### src/rtl/gpio_pad_ctrl.sv
// GPIO pad controller: registered output/enable per pad, synchronized and
// debounced input path, rising-edge interrupt-pending flags.
//
// Ports:
//   clk_i, rst_ni  clock, asynchronous active-low reset
//   reg_ctrl_i     2 mode bits per pad (00 hi-Z, 01 out, 10 in, 11 hi-Z)
//   reg_data_i     bit i = output value for pad i
//   pad_i          raw pad inputs (asynchronous)
//   pad_o          registered pad output values
//   pad_oe_o       registered pad output enables
//   pin_o          debounced input value, gated by input mode
//   irq_clr_i      per-pad pending clear pulse
//   irq_pend_o     per-pad pending flags
//   irq_o          OR of pending flags
module gpio_pad_ctrl #(
  parameter int unsigned NUM_IO   = 2,
  parameter int unsigned DEBOUNCE = 4
) (
  input  logic              clk_i,
  input  logic              rst_ni,
  input  logic [31:0]       reg_ctrl_i,
  input  logic [31:0]       reg_data_i,
  input  logic [NUM_IO-1:0] pad_i,
  output logic [NUM_IO-1:0] pad_o,
  output logic [NUM_IO-1:0] pad_oe_o,
  output logic [NUM_IO-1:0] pin_o,
  input  logic [NUM_IO-1:0] irq_clr_i,
  output logic [NUM_IO-1:0] irq_pend_o,
  output logic              irq_o
);

  localparam int unsigned CW = $clog2(DEBOUNCE + 1);

  logic [NUM_IO-1:0] is_out;
  logic [NUM_IO-1:0] is_in;
  logic [NUM_IO-1:0] sync1;
  logic [NUM_IO-1:0] sync2;
  logic [NUM_IO-1:0] stable;
  logic [NUM_IO-1:0] stable_d;
  logic [NUM_IO-1:0] irq_pend;
  logic [CW-1:0]     cnt [NUM_IO];

  // Control bits of pads beyond NUM_IO are intentionally ignored.
  logic unused_bits;
  assign unused_bits = ^{reg_ctrl_i, reg_data_i};

  always_comb begin
    is_out = '0;
    is_in  = '0;
    for (int i = 0; i < NUM_IO; i++) begin
      is_out[i] = (reg_ctrl_i[2*i +: 2] == 2'b01);
      is_in[i]  = (reg_ctrl_i[2*i +: 2] == 2'b10);
    end
  end

  always_ff @(posedge clk_i or negedge rst_ni) begin
    if (!rst_ni) begin
      pad_oe_o <= '0;
      pad_o    <= '0;
      sync1    <= '0;
      sync2    <= '0;
      stable_d <= '0;
      irq_pend <= '0;
    end else begin
      pad_oe_o <= is_out;
      pad_o    <= is_out & reg_data_i[NUM_IO-1:0];
      sync1    <= pad_i;
      sync2    <= sync1;
      stable_d <= stable;
      // Set wins over clear; only a 0->1 of stable seen in input mode sets.
      irq_pend <= (stable & ~stable_d & is_in)
                | (irq_pend & ~irq_clr_i);
    end
  end

  // Debounce: stable follows sync2 only after DEBOUNCE consecutive
  // cycles of disagreement; any agreement restarts the count.
  always_ff @(posedge clk_i or negedge rst_ni) begin
    if (!rst_ni) begin
      stable <= '0;
      for (int i = 0; i < NUM_IO; i++) begin
        cnt[i] <= '0;
      end
    end else begin
      for (int i = 0; i < NUM_IO; i++) begin
        if (sync2[i] == stable[i]) begin
          cnt[i] <= '0;
        end else if (cnt[i] == CW'(DEBOUNCE - 1)) begin
          stable[i] <= sync2[i];
          cnt[i]    <= '0;
        end else begin
          cnt[i] <= cnt[i] + CW'(1);
        end
      end
    end
  end

  assign pin_o      = stable & is_in;
  assign irq_pend_o = irq_pend;
  assign irq_o      = |irq_pend;

endmodule
### config.mk
export PLATFORM = sky130hd
export DESIGN_NAME = gpio_pad_ctrl
export DESIGN_NICKNAME = d
export VERILOG_FILES = /design/src/rtl/gpio_pad_ctrl.sv
export SDC_FILE = /design/constraint.sdc
export NUM_CORES = 1
export LEC_CHECK = 0
export ABC_CLOCK_PERIOD_IN_PS = 1400
export CORE_MARGIN = 2
export CORE_UTILIZATION = 27
export DETAILED_ROUTE_END_ITERATION = 6
export GPL_TIMING_DRIVEN = 0
export PLACE_DENSITY_LB_ADDON = 0.2
export SETUP_SLACK_MARGIN = 0.4
export SLEW_MARGIN = 5
export SYNTH_ARGS = -nofsm -noshare
export SYNTH_HDL_FRONTEND = slang
export SYNTH_SLANG_ARGS = --single-unit
### constraint.sdc
create_clock -name clk_i -period 1.4 [get_ports clk_i]
set_input_delay 0.28 -clock clk_i [delete_from_list [all_inputs] [get_ports clk_i]]
set_output_delay 0.28 -clock clk_i [all_outputs]
set_load 0.05 [all_outputs]
==> flow_summary.toml <==
[yosys]
yosysTopAreaCell = "dfrtp_1"
syn_inst = 47
avgSynthCellArea_um2 = 15.2
synth_mux_area_share_pct = 3.15
ys_async_sr_fraction_pct = 100
yosysMostFrequentCell = "dfrtp_1"
synthSimpleGateAreaFrac_pct = 16.3
synth_top_family_by_area = "simple AND/OR/NAND/NOR gates"
synthTopCellsByCount = "dfrtp_1, inv_1, nor3b_1"
ys_warn_count = 0
synthXorXnorAreaFrac_pct = 2.45
syn-cell-area_um2 = 714
synth_top_area_share_pct = 70.1
synth_edf_count = 0
syn_nets = 119
synth_area_leaders = "dfrtp_1, nor3b_1, nor2b_4"
ys_ff_latch = 20
synth_cell_types = 13
ys.flop_type = "dfrtp_1"
synth_fa_ha_area_share_pct = 3.50
ys_seq_area_share_pct = 70.1
synth_compound_area_share_pct = 2.45

[placement]
dp.final_hpwl_um = 807
dp_slack_ps = -631
portBuffers = 20
place_congestion = 0.621

[worst_setup_path]
arrival_ps = 1060
worstReg2RegEnd = "stable[0]"
reg2reg_depth = 3
crit_path_end_kind = "output pin"
cpMaxStageDelayCell = "dfrtp_1"
critPathMaxFanout = 2
r2r_slack_ps = 260
worst-setup-path-type = "reg2out"
r2r_start = "cnt[3]"
max_stage_delay_ps = 390
crit_path_start_kind = "flop"
path_cells = "and3b_2 > buf_8"
crit_required_ps = 1120

[die]
core_um2 = 2500
rows = 18
io_pins = 79
die_h_um = 55.4
start_util_pct = 28.6
chipWidth_um = 55.4
dieArea_um2 = 3070

[layout]
multi_input_area_um2 = 293
fillerInstances = 232
final_layout_size_suffix_gt1_share_pct = 54.3
nNetsFinal = 154
antenna_cells = 0
seqCellArea_um2 = 503
syn_to_final_growth_pct = 67.4

[clock_tree]
clkLatencyLatePin_ps = 290
htree_num_levels = 1
clockBufferDepth = 2
cts_made_buffers = 3
cts.reportedPaths.clkPinSlew_ps = 110
cts_tree = "built"
cts_hold_buf = 0
cts.sinks = 20
cts-root-buf = "clkbuf_4"

[flow_run]
maxCapViolations = 0

[route]
wl_um = 1190
first_iter_violations = 1
vias_per_cell = 4.23
drtPass1Iterations = 2
wl_per_cell_um = 10.7
drc = 0
ant_nets = 0
vias = 469

[power]
internal_power_mw = 1.45
p_per_area_nw_per_um2 = 1730
total_leakage_power_nw = 0.559
power.total_mw = 2.07
p_seq_share_pct = 37.1
p_sw_mw = 0.624
swShare_pct = 30.2
ir_drop_uv = 963
power.share.clock_pct = 21.9
combPwrFrac_pct = 41.0

[sta]
fin_crit_sh_pct = 95.6
finalHoldViolCount = 0
rsz0062_at_grt = "true"
max_freq_mhz = 747
slew_headroom_pct = 45.0
setup_viol = 0
worst_pin_slew_ps = 825
setup_ws_ps = 61.9
maxSlewViolCount = 0
finalClockSkew_ps = 8.19
finalCriticalPeriod_ps = 1340

[status]
outcome = "completed"

[global_route]
grt.overflow.total = 0
grt_pass1_wl_um = 1820
grt_max_degree = 21
grt.total_usage_pct = 8.04
antenna_found_initial = 0
grt_pass1_vias = 447

[min_path]
min_path_type = "in2async"
[worst max-delay path: cells and delay by family (launching register included)]
family                 cells  cell delay [ps]
buffers and inverters      1              150
flip-flops                 1              390
AND/OR/NAND/NOR            1              220
[per-layer routing]
metal  track usage, %  part of all wire [%]
met1             7.91                    35
met2             12.2                    53
met3             5.39                   8.9
met4             5.23                   2.8
met5                0                     0
[power by group through the flow]
stage / clock, mW / combinational, mW / sequential (mW)
detailed placement: 0 / 0.540 / 0.792
finish: 0.454 / 0.848 / 0.767
global placement: 0 / 0.521 / 0.788
CTS: 0.474 / 0.665 / 0.764
global route: 0.503 / 0.914 / 0.781
floorplan: 0 / 0.313 / 0.846
[cell usage in the layout, fill, tap and decap left out]
master,instances
dfrtp_1,18
buf_6,9
buf_4,8
clkdlybuf4s50_1,6
dlygate4sd2_1,5
nor3b_2,4
clkbuf_4,3
xnor2_4,2
nor2b_4,2
inv_1,2
and3b_2,2
inv_2,2
o2bb2ai_1,2
nor2b_1,2
and2_1,2
mux2_4,2
ha_2,2
dfrtp_2,2
buf_8,2
nor3_2,1
nand2_4,1
nor3_4,1
bufinv_16,1
[worst max path at each step]
stage / startpoint / endpoint / slack [ps] / cells after the start
detailed placement: reg_ctrl_i[1] / pin_o[0] / -630 / 3
floorplan: cnt[3] / stable[0] / 340 / 3
CTS: stable[0] / pin_o[0] / 40 / 2
global route: stable[0] / pin_o[0] / 10 / 2
finish: stable[0] / pin_o[0] / 60 / 2
global placement: reg_ctrl_i[3] / pin_o[1] / -630 / 3
[flip-flops by register name, indices dropped and copies added, names as in the netlist]
| register | count |
|---|---|
| sync2 | 2 |
| pad_o | 2 |
| stable_d | 2 |
| cnt | 6 |
| sync1 | 2 |
| stable | 2 |
| irq_pend_o | 2 |
| pad_oe_o | 2 |
[final cells by class]
cell class | instances | area share, %
Timing Repair Buffer | 30 | 24.7
Multi-Input combinational cell | 23 | 24.5
Clock buffer | 3 | 1.88
Clock inverter | 1 | 2.51
Sequential cell | 20 | 42.1
Tap cell | 30 | 3.14
Inverter | 4 | 1.26
[cells by family (layout without fill, tap and decap cells)]
group,after synthesis,count (layout)
AO/OA/AOI/OAI,2,2
XOR/XNOR,2,2
adder cells (fa/ha/maj),2,2
buffers and inverters,4,38
flip-flops,20,20
multiplexers,2,2
AND/OR/NAND/NOR,15,15
[stage by stage]
step           instances  setup TNS [ps]  util, %  hold slack, ps  cell area (µm²)
3_5_place_dp          97           -1670     39.0             336              975
5_1_grt              111               0     47.8             238             1200
2_1_floorplan         47               0        -           -15.6              737
6_report             111               0     47.8             178             1200
4_1_cts              109               0     44.0             211             1100
3_3_place_gp          97           -1820     39.0             332              975
[timing repair]
action                     in CTS  in global routing
setup buffers                   8                  2
gates resized for setup        71                 13
setup endpoints to repair      31                 17
pin swaps                       3                  5
(Power assumes the default switching activity.)
